===== config.mk =====
export PLATFORM = sky130hd
export DESIGN_NAME = nic_flat
export DESIGN_NICKNAME = d
export VERILOG_FILES = /design/src/rtl/nic_pkg.sv /design/src/rtl/nic_if.sv /design/src/rtl/nic_channel_buf.sv /design/src/rtl/nic.sv /design/src/flat_wrapper.sv
export SDC_FILE = /design/constraint.sdc
export NUM_CORES = 1
export LEC_CHECK = 0
export BUFFER_PORTS_ARGS = -buffer_cell sky130_fd_sc_hd__buf_2
export CORE_UTILIZATION = 40
export DETAILED_ROUTE_END_ITERATION = 10
export PLACE_DENSITY = 0.78
export SETUP_SLACK_MARGIN = 0.1
export SYNTH_ARGS = -nofsm -noshare
export SYNTH_HDL_FRONTEND = slang
export SYNTH_SLANG_ARGS = --single-unit

===== constraint.sdc =====
create_clock -name clk -period 1.2 [get_ports clk]
set_input_delay 0.3 -clock clk [delete_from_list [all_inputs] [get_ports clk]]
set_output_delay 0.3 -clock clk [all_outputs]
set_load 0.02 [all_outputs]

===== src/rtl/nic_pkg.sv =====
// nic_pkg: address map and parameter defaults for the PE/router NIC.
package nic_pkg;
  localparam int NIC_DATA_WIDTH = 64;
  localparam int NIC_VC_BIT = 63;
  localparam logic [1:0] NIC_ADDR_IN_BUF = 2'b00;
  localparam logic [1:0] NIC_ADDR_IN_STAT = 2'b01;
  localparam logic [1:0] NIC_ADDR_OUT_BUF = 2'b10;
  localparam logic [1:0] NIC_ADDR_OUT_STAT = 2'b11;
endpackage


===== src/rtl/nic_if.sv =====
// nic_if: PE register bus plus router ready/send handshake in both directions.
interface nic_if import nic_pkg::*; #(parameter int DATA_WIDTH = NIC_DATA_WIDTH);
  logic [1:0] addr;
  logic [DATA_WIDTH-1:0] d_in;
  logic [DATA_WIDTH-1:0] d_out;
  logic nicEn;
  logic nicWrEn;
  logic net_si;
  logic net_ri;
  logic [DATA_WIDTH-1:0] net_di;
  logic net_so;
  logic net_ro;
  logic [DATA_WIDTH-1:0] net_do;
  logic net_polarity;
  modport master (output addr, d_in, nicEn, nicWrEn, net_si, net_di, net_ro, net_polarity,
                  input d_out, net_ri, net_so, net_do);
  modport slave (input addr, d_in, nicEn, nicWrEn, net_si, net_di, net_ro, net_polarity,
                 output d_out, net_ri, net_so, net_do);
endinterface


===== src/rtl/nic_channel_buf.sv =====
// nic_channel_buf: one-entry data register with full flag, load and clear strobes.
module nic_channel_buf #(parameter int DATA_WIDTH = 64) (
  input  logic                  clk,
  input  logic                  reset,
  input  logic                  load,
  input  logic                  clr,
  input  logic [DATA_WIDTH-1:0] d,
  output logic [DATA_WIDTH-1:0] q,
  output logic                  full
);
  logic [DATA_WIDTH-1:0] data_d, data_q;
  logic full_d, full_q;
  always_comb begin
    data_d = load ? d : data_q;
    full_d = load ? 1'b1 : clr ? 1'b0 : full_q;
  end
  always_ff @(posedge clk) begin
    data_q <= reset ? '0 : data_d;
    full_q <= reset ? 1'b0 : full_d;
  end
  assign q = data_q;
  assign full = full_q;
endmodule


===== src/rtl/nic.sv =====
// nic: PE-facing memory-mapped NIC with polarity-gated injection into the router.
// Optional NIC_IRQ_EN adds nic_irq, in_full delayed by one cycle.
module nic import nic_pkg::*; #(
  parameter int DATA_WIDTH = NIC_DATA_WIDTH,
  parameter int VC_BIT = NIC_VC_BIT
) (
  input logic clk,
  input logic reset,
  nic_if.slave bus
`ifdef NIC_IRQ_EN
  , output logic nic_irq
`endif
);
  logic rd, wr, in_full, out_full;
  logic [DATA_WIDTH-1:0] in_buf, out_buf, d_out_d, d_out_q;
  assign rd = bus.nicEn & ~bus.nicWrEn;
  assign wr = bus.nicEn & bus.nicWrEn;
  nic_channel_buf #(.DATA_WIDTH(DATA_WIDTH)) u_in (
    .clk, .reset,
    .load(bus.net_si & bus.net_ri),
    .clr(rd && bus.addr == NIC_ADDR_IN_BUF),
    .d(bus.net_di), .q(in_buf), .full(in_full)
  );
  nic_channel_buf #(.DATA_WIDTH(DATA_WIDTH)) u_out (
    .clk, .reset,
    .load(wr && bus.addr == NIC_ADDR_OUT_BUF && !out_full),
    .clr(bus.net_so),
    .d(bus.d_in), .q(out_buf), .full(out_full)
  );
  assign bus.net_ri = ~in_full & ~reset;
  assign bus.net_so = out_full & bus.net_ro & (bus.net_polarity == out_buf[VC_BIT]);
  assign bus.net_do = out_buf;
  always_comb begin
    d_out_d = !rd ? d_out_q :
              bus.addr == NIC_ADDR_IN_BUF   ? in_buf :
              bus.addr == NIC_ADDR_IN_STAT  ? {{(DATA_WIDTH-1){1'b0}}, in_full} :
              bus.addr == NIC_ADDR_OUT_STAT ? {{(DATA_WIDTH-1){1'b0}}, out_full} : '0;
  end
  always_ff @(posedge clk) d_out_q <= reset ? '0 : d_out_d;
  assign bus.d_out = d_out_q;
`ifdef NIC_IRQ_EN
  logic irq_d, irq_q;
  assign irq_d = in_full;
  always_ff @(posedge clk) irq_q <= reset ? 1'b0 : irq_d;
  assign nic_irq = irq_q;
`endif
endmodule


===== src/flat_wrapper.sv =====
// flat-port wrapper written by rule: the top's interface ports become plain ports
module nic_flat import nic_pkg::*;
#(
  parameter int DATA_WIDTH = NIC_DATA_WIDTH,
  parameter int VC_BIT = NIC_VC_BIT
)
  (clk, reset, bus_addr, bus_d_in, bus_nicEn, bus_nicWrEn, bus_net_si, bus_net_di, bus_net_ro, bus_net_polarity, bus_d_out, bus_net_ri, bus_net_so, bus_net_do);
  nic_if #(.DATA_WIDTH(DATA_WIDTH)) bus_i ();
  input logic clk;
  input logic reset;
  input wire logic [$bits(bus_i.addr)-1:0] bus_addr;
  input wire logic [$bits(bus_i.d_in)-1:0] bus_d_in;
  input wire logic [$bits(bus_i.nicEn)-1:0] bus_nicEn;
  input wire logic [$bits(bus_i.nicWrEn)-1:0] bus_nicWrEn;
  input wire logic [$bits(bus_i.net_si)-1:0] bus_net_si;
  input wire logic [$bits(bus_i.net_di)-1:0] bus_net_di;
  input wire logic [$bits(bus_i.net_ro)-1:0] bus_net_ro;
  input wire logic [$bits(bus_i.net_polarity)-1:0] bus_net_polarity;
  output wire logic [$bits(bus_i.d_out)-1:0] bus_d_out;
  output wire logic [$bits(bus_i.net_ri)-1:0] bus_net_ri;
  output wire logic [$bits(bus_i.net_so)-1:0] bus_net_so;
  output wire logic [$bits(bus_i.net_do)-1:0] bus_net_do;
  assign bus_i.addr = bus_addr;
  assign bus_i.d_in = bus_d_in;
  assign bus_i.nicEn = bus_nicEn;
  assign bus_i.nicWrEn = bus_nicWrEn;
  assign bus_i.net_si = bus_net_si;
  assign bus_i.net_di = bus_net_di;
  assign bus_i.net_ro = bus_net_ro;
  assign bus_i.net_polarity = bus_net_polarity;
  assign bus_d_out = bus_i.d_out;
  assign bus_net_ri = bus_i.net_ri;
  assign bus_net_so = bus_i.net_so;
  assign bus_net_do = bus_i.net_do;
  nic #(.DATA_WIDTH(DATA_WIDTH), .VC_BIT(VC_BIT)) u_core (.clk(clk), .reset(reset), .bus(bus_i));
endmodule

==> metrics.md <==
| Metric | Value |
|---|---|
| Outcome | `finished with violations` |
| Violated checks | `setup timing` |
| Max Freq | `652.5 MHz` |
| Clock latency at the later pin of the worst-skew pair | `0.43 ns` |
| Hold/Removal Path Class | `input pin to flop` |
| Vias per std cell | `5.220` |
| Worst Setup Path Type | `flop to output pin` |
| Die width | `134.2 um` |
| Post-synth cell types | `27` |
| CP Capture Type | `output pin` |
| Initial Utilization | `41.59%` |
| Drt wl/cell | `18.58 um` |
| Slew Viols, Final | `0` |
| Req. time, crit path | `0.90 ns` |
| Initial antenna violation count | `1` |
| R2R depth | `8` |
| Async SR Flop Fraction | `0%` |
| WP data arrival | `1.23 ns` |
| Tightest Pin Transition | `0.3153 ns` |
| # rows | `47` |
| Utilization after layout | `72.40%` |
| YS warnings | `0` |
| Final WS setup | `-0.3327 ns` |
| Leak | `5.328 nW` |
| Initial DRC count | `330` |
| Number of global-route vias before repair | `6666` |
| Hold path cells | `3` |
| Avg Cell Area, Syn | `9.701 um2` |
| R2R Setup Slk | `-0.18 ns` |
| Clk buf depth | `2` |
| Total die area | `18020 um2` |
| DP Wirelength | `12.20 mm` |
| Vias | `6823` |
| RSZ-0062 raised after global routing | `true` |
| Startpoint Class | `flop` |
| Switching portion of total power | `24.95%` |
| # DRC | `0` |
| Placement-stage cell area | `8775 um2` |
| CTS tree | `done` |
| Final Hold Viols | `0` |
| Post-synth net total | `858` |
| # IOs | `267` |
| Synth Flop Type | `dfxtp_1` |
| Synth-to-Final Area Change | `74.10%` |
| Total Power | `14.45 mW` |
| Worst Path Max Fanout | `2` |
| Clock sinks | `194` |
| Peak VDD IR | `1.307 mV` |
| Post-route ant nets | `0` |
| Clk pin slew, worst setup/hold paths | `0.07 ns` |
| Drt first pass iters | `5` |
| CTS Buf Count | `17` |
| Clk_skew | `0.01001 ns` |
| Cell count after synthesis | `721` |
| Max_slew headroom | `78.98%` |
| Seq cells post-synth | `194` |
| Tcrit/Tclk final | `127.7%` |
| Hold_buf cts | `0` |
| Crit path time final | `1.533 ns` |
| Placer's final routability congestion estimate | `0.7693` |
| Gr usage total | `24.12%` |
| Pwr/cell area | `1187 nW/um2` |
| Nets | `1211` |
| Register area share after synthesis | `55.53%` |
| IO Port Bufs | `266` |
| Core area | `16820 um2` |
| CTS root buffer | `clkbuf_16` |
| Max Cap Viol | `0` |
| WL final | `24.29 mm` |
| Largest net degree at the start of global routing | `75` |
| Logic pwr share | `13.0%` |
| Share of layout cells above drive strength 1 | `61.73%` |
| CTS H-tree lvls | `4` |
| Pre-CTS setup slack | `-0.2316 ns` |
| Internal power | `10.85 mW` |
| First-pass GRT wire length | `34.04 mm` |
| Number of synthesized flops with an enable pin | `0` |
| Sequential share of power | `47.1%` |
| Die height | `134.2 um` |
| Clock network power share | `40.0%` |
| Antenna diodes | `0` |
| Total grt overflow | `0` |
| Setup-failing EPs final | `133` |
| Post-route cell area | `12180 um2` |
| Synth Cell Area | `6994 um2` |
| Psw | `3.606 mW` |
[synthesized netlist by cell type (3+ instances only)]
cell type  number  area (um2)
nand2_1       255       957.2
dfxtp_1       194        3884
mux2i_1        65       650.6
a32o_1         62       620.6
o21ai_1        60       300.3
buf_6          20       225.2
clkbuf_1       19       71.32
buf_2          18       90.09
buf_4           5       37.54
nor2_1          4       15.01
o21ai_0         3       15.01
[per-layer routing]
| layer | track usage [%] | up-vias | part of all wire (%) |
|---|---|---|---|
| li1 | - | 3181 | - |
| met1 | 25.89 | 3314 | 36 |
| met2 | 44.04 | 265 | 55 |
| met3 | 6.878 | 61 | 5.7 |
| met4 | 10.17 | 2 | 3.1 |
| met5 | 0 | - | 0.054 |
[state kept, by name, indices dropped and copies added (netlist names)]
| register | count |
|---|---|
| u_core.bus.d_out | 64 |
| u_core.u_in.full | 1 |
| u_core.u_in.q | 64 |
| u_core.u_out.full | 1 |
| u_core.u_out.q | 64 |
[power groups by stage]
stage	clock network, mW	registers (mW)	logic (mW)
finish	5.78	6.80	1.87
global route	6.17	6.82	1.98
CTS	5.83	6.78	1.61
detailed placement	0	6.91	1.15
global placement	0	6.90	1.13
floorplan	0	6.97	0.574
[worst paths after layout]
kind / start / end
max: u_core.u_out.q[63] / bus_net_so
min: bus_net_di[43] / u_core.u_in.q[43]
max reg2reg: u_core.u_in.full / u_core.u_in.q[55]
min reg2reg: u_core.u_in.q[41] / u_core.u_in.q[41]
[cells in the final DEF (no fill, tap or decap), types with 33 or more instances in the layout]
cell type / netlist / routed
a32o_1: 62 / 62
o21ai_2: 0 / 40
buf_2: 18 / 136
mux2i_1: 65 / 62
dfxtp_1: 194 / 64
buf_4: 5 / 58
buf_6: 20 / 147
nand2_1: 255 / 198
nand2_4: 0 / 33
dfxtp_2: 0 / 129
[per-stage QoR]
step | instances | setup TNS (ns) | hold WS (ns)
CTS | 1276 | -8.499 | 0.05315
global route | 1307 | -21.03 | 0.05203
global placement | 1186 | -23.11 | 0.4367
finish | 1307 | -12.35 | 0.07481
floorplan | 721 | 0 | 0.3653
detailed placement | 1186 | -25.40 | 0.4399
[what timing repair did]
item	in CTS	in global routing
endpoints found under the setup margin	233	260
resized for setup	495	92
cloned	18	6
pin swaps	49	47
buffers inserted	41	30
[worst max-delay path, cell delays in order (launching register included)]
cell     delay (ns)
dfxtp_2        0.34
xnor2_1        0.14
and3_4         0.21
buf_6          0.12
[layout make-up]
| class | count | area [um2] |
|---|---|---|
| tap | 220 | 275.3 |
| fill | 1029 | 4642 |
| clock buffer | 19 | 452.9 |
| clock inverter | 13 | 147.6 |
| multi-input combinational | 463 | 3246 |
| sequential | 194 | 4049 |
| inverter | 1 | 8.758 |
| timing repair buffer | 397 | 3998 |
[cell families after synthesis]
kind of cell / Yosys count / synth area share [%]
AND/OR/NAND/NOR: 267 / 14.83
AO/OA/AOI/OAI: 129 / 13.86
XOR/XNOR: 1 / 0.1252
buffers and inverters: 64 / 6.190
multiplexers: 66 / 9.463
flip-flops: 194 / 55.53
No activity file was read; power rests on OpenSTA's default activity.
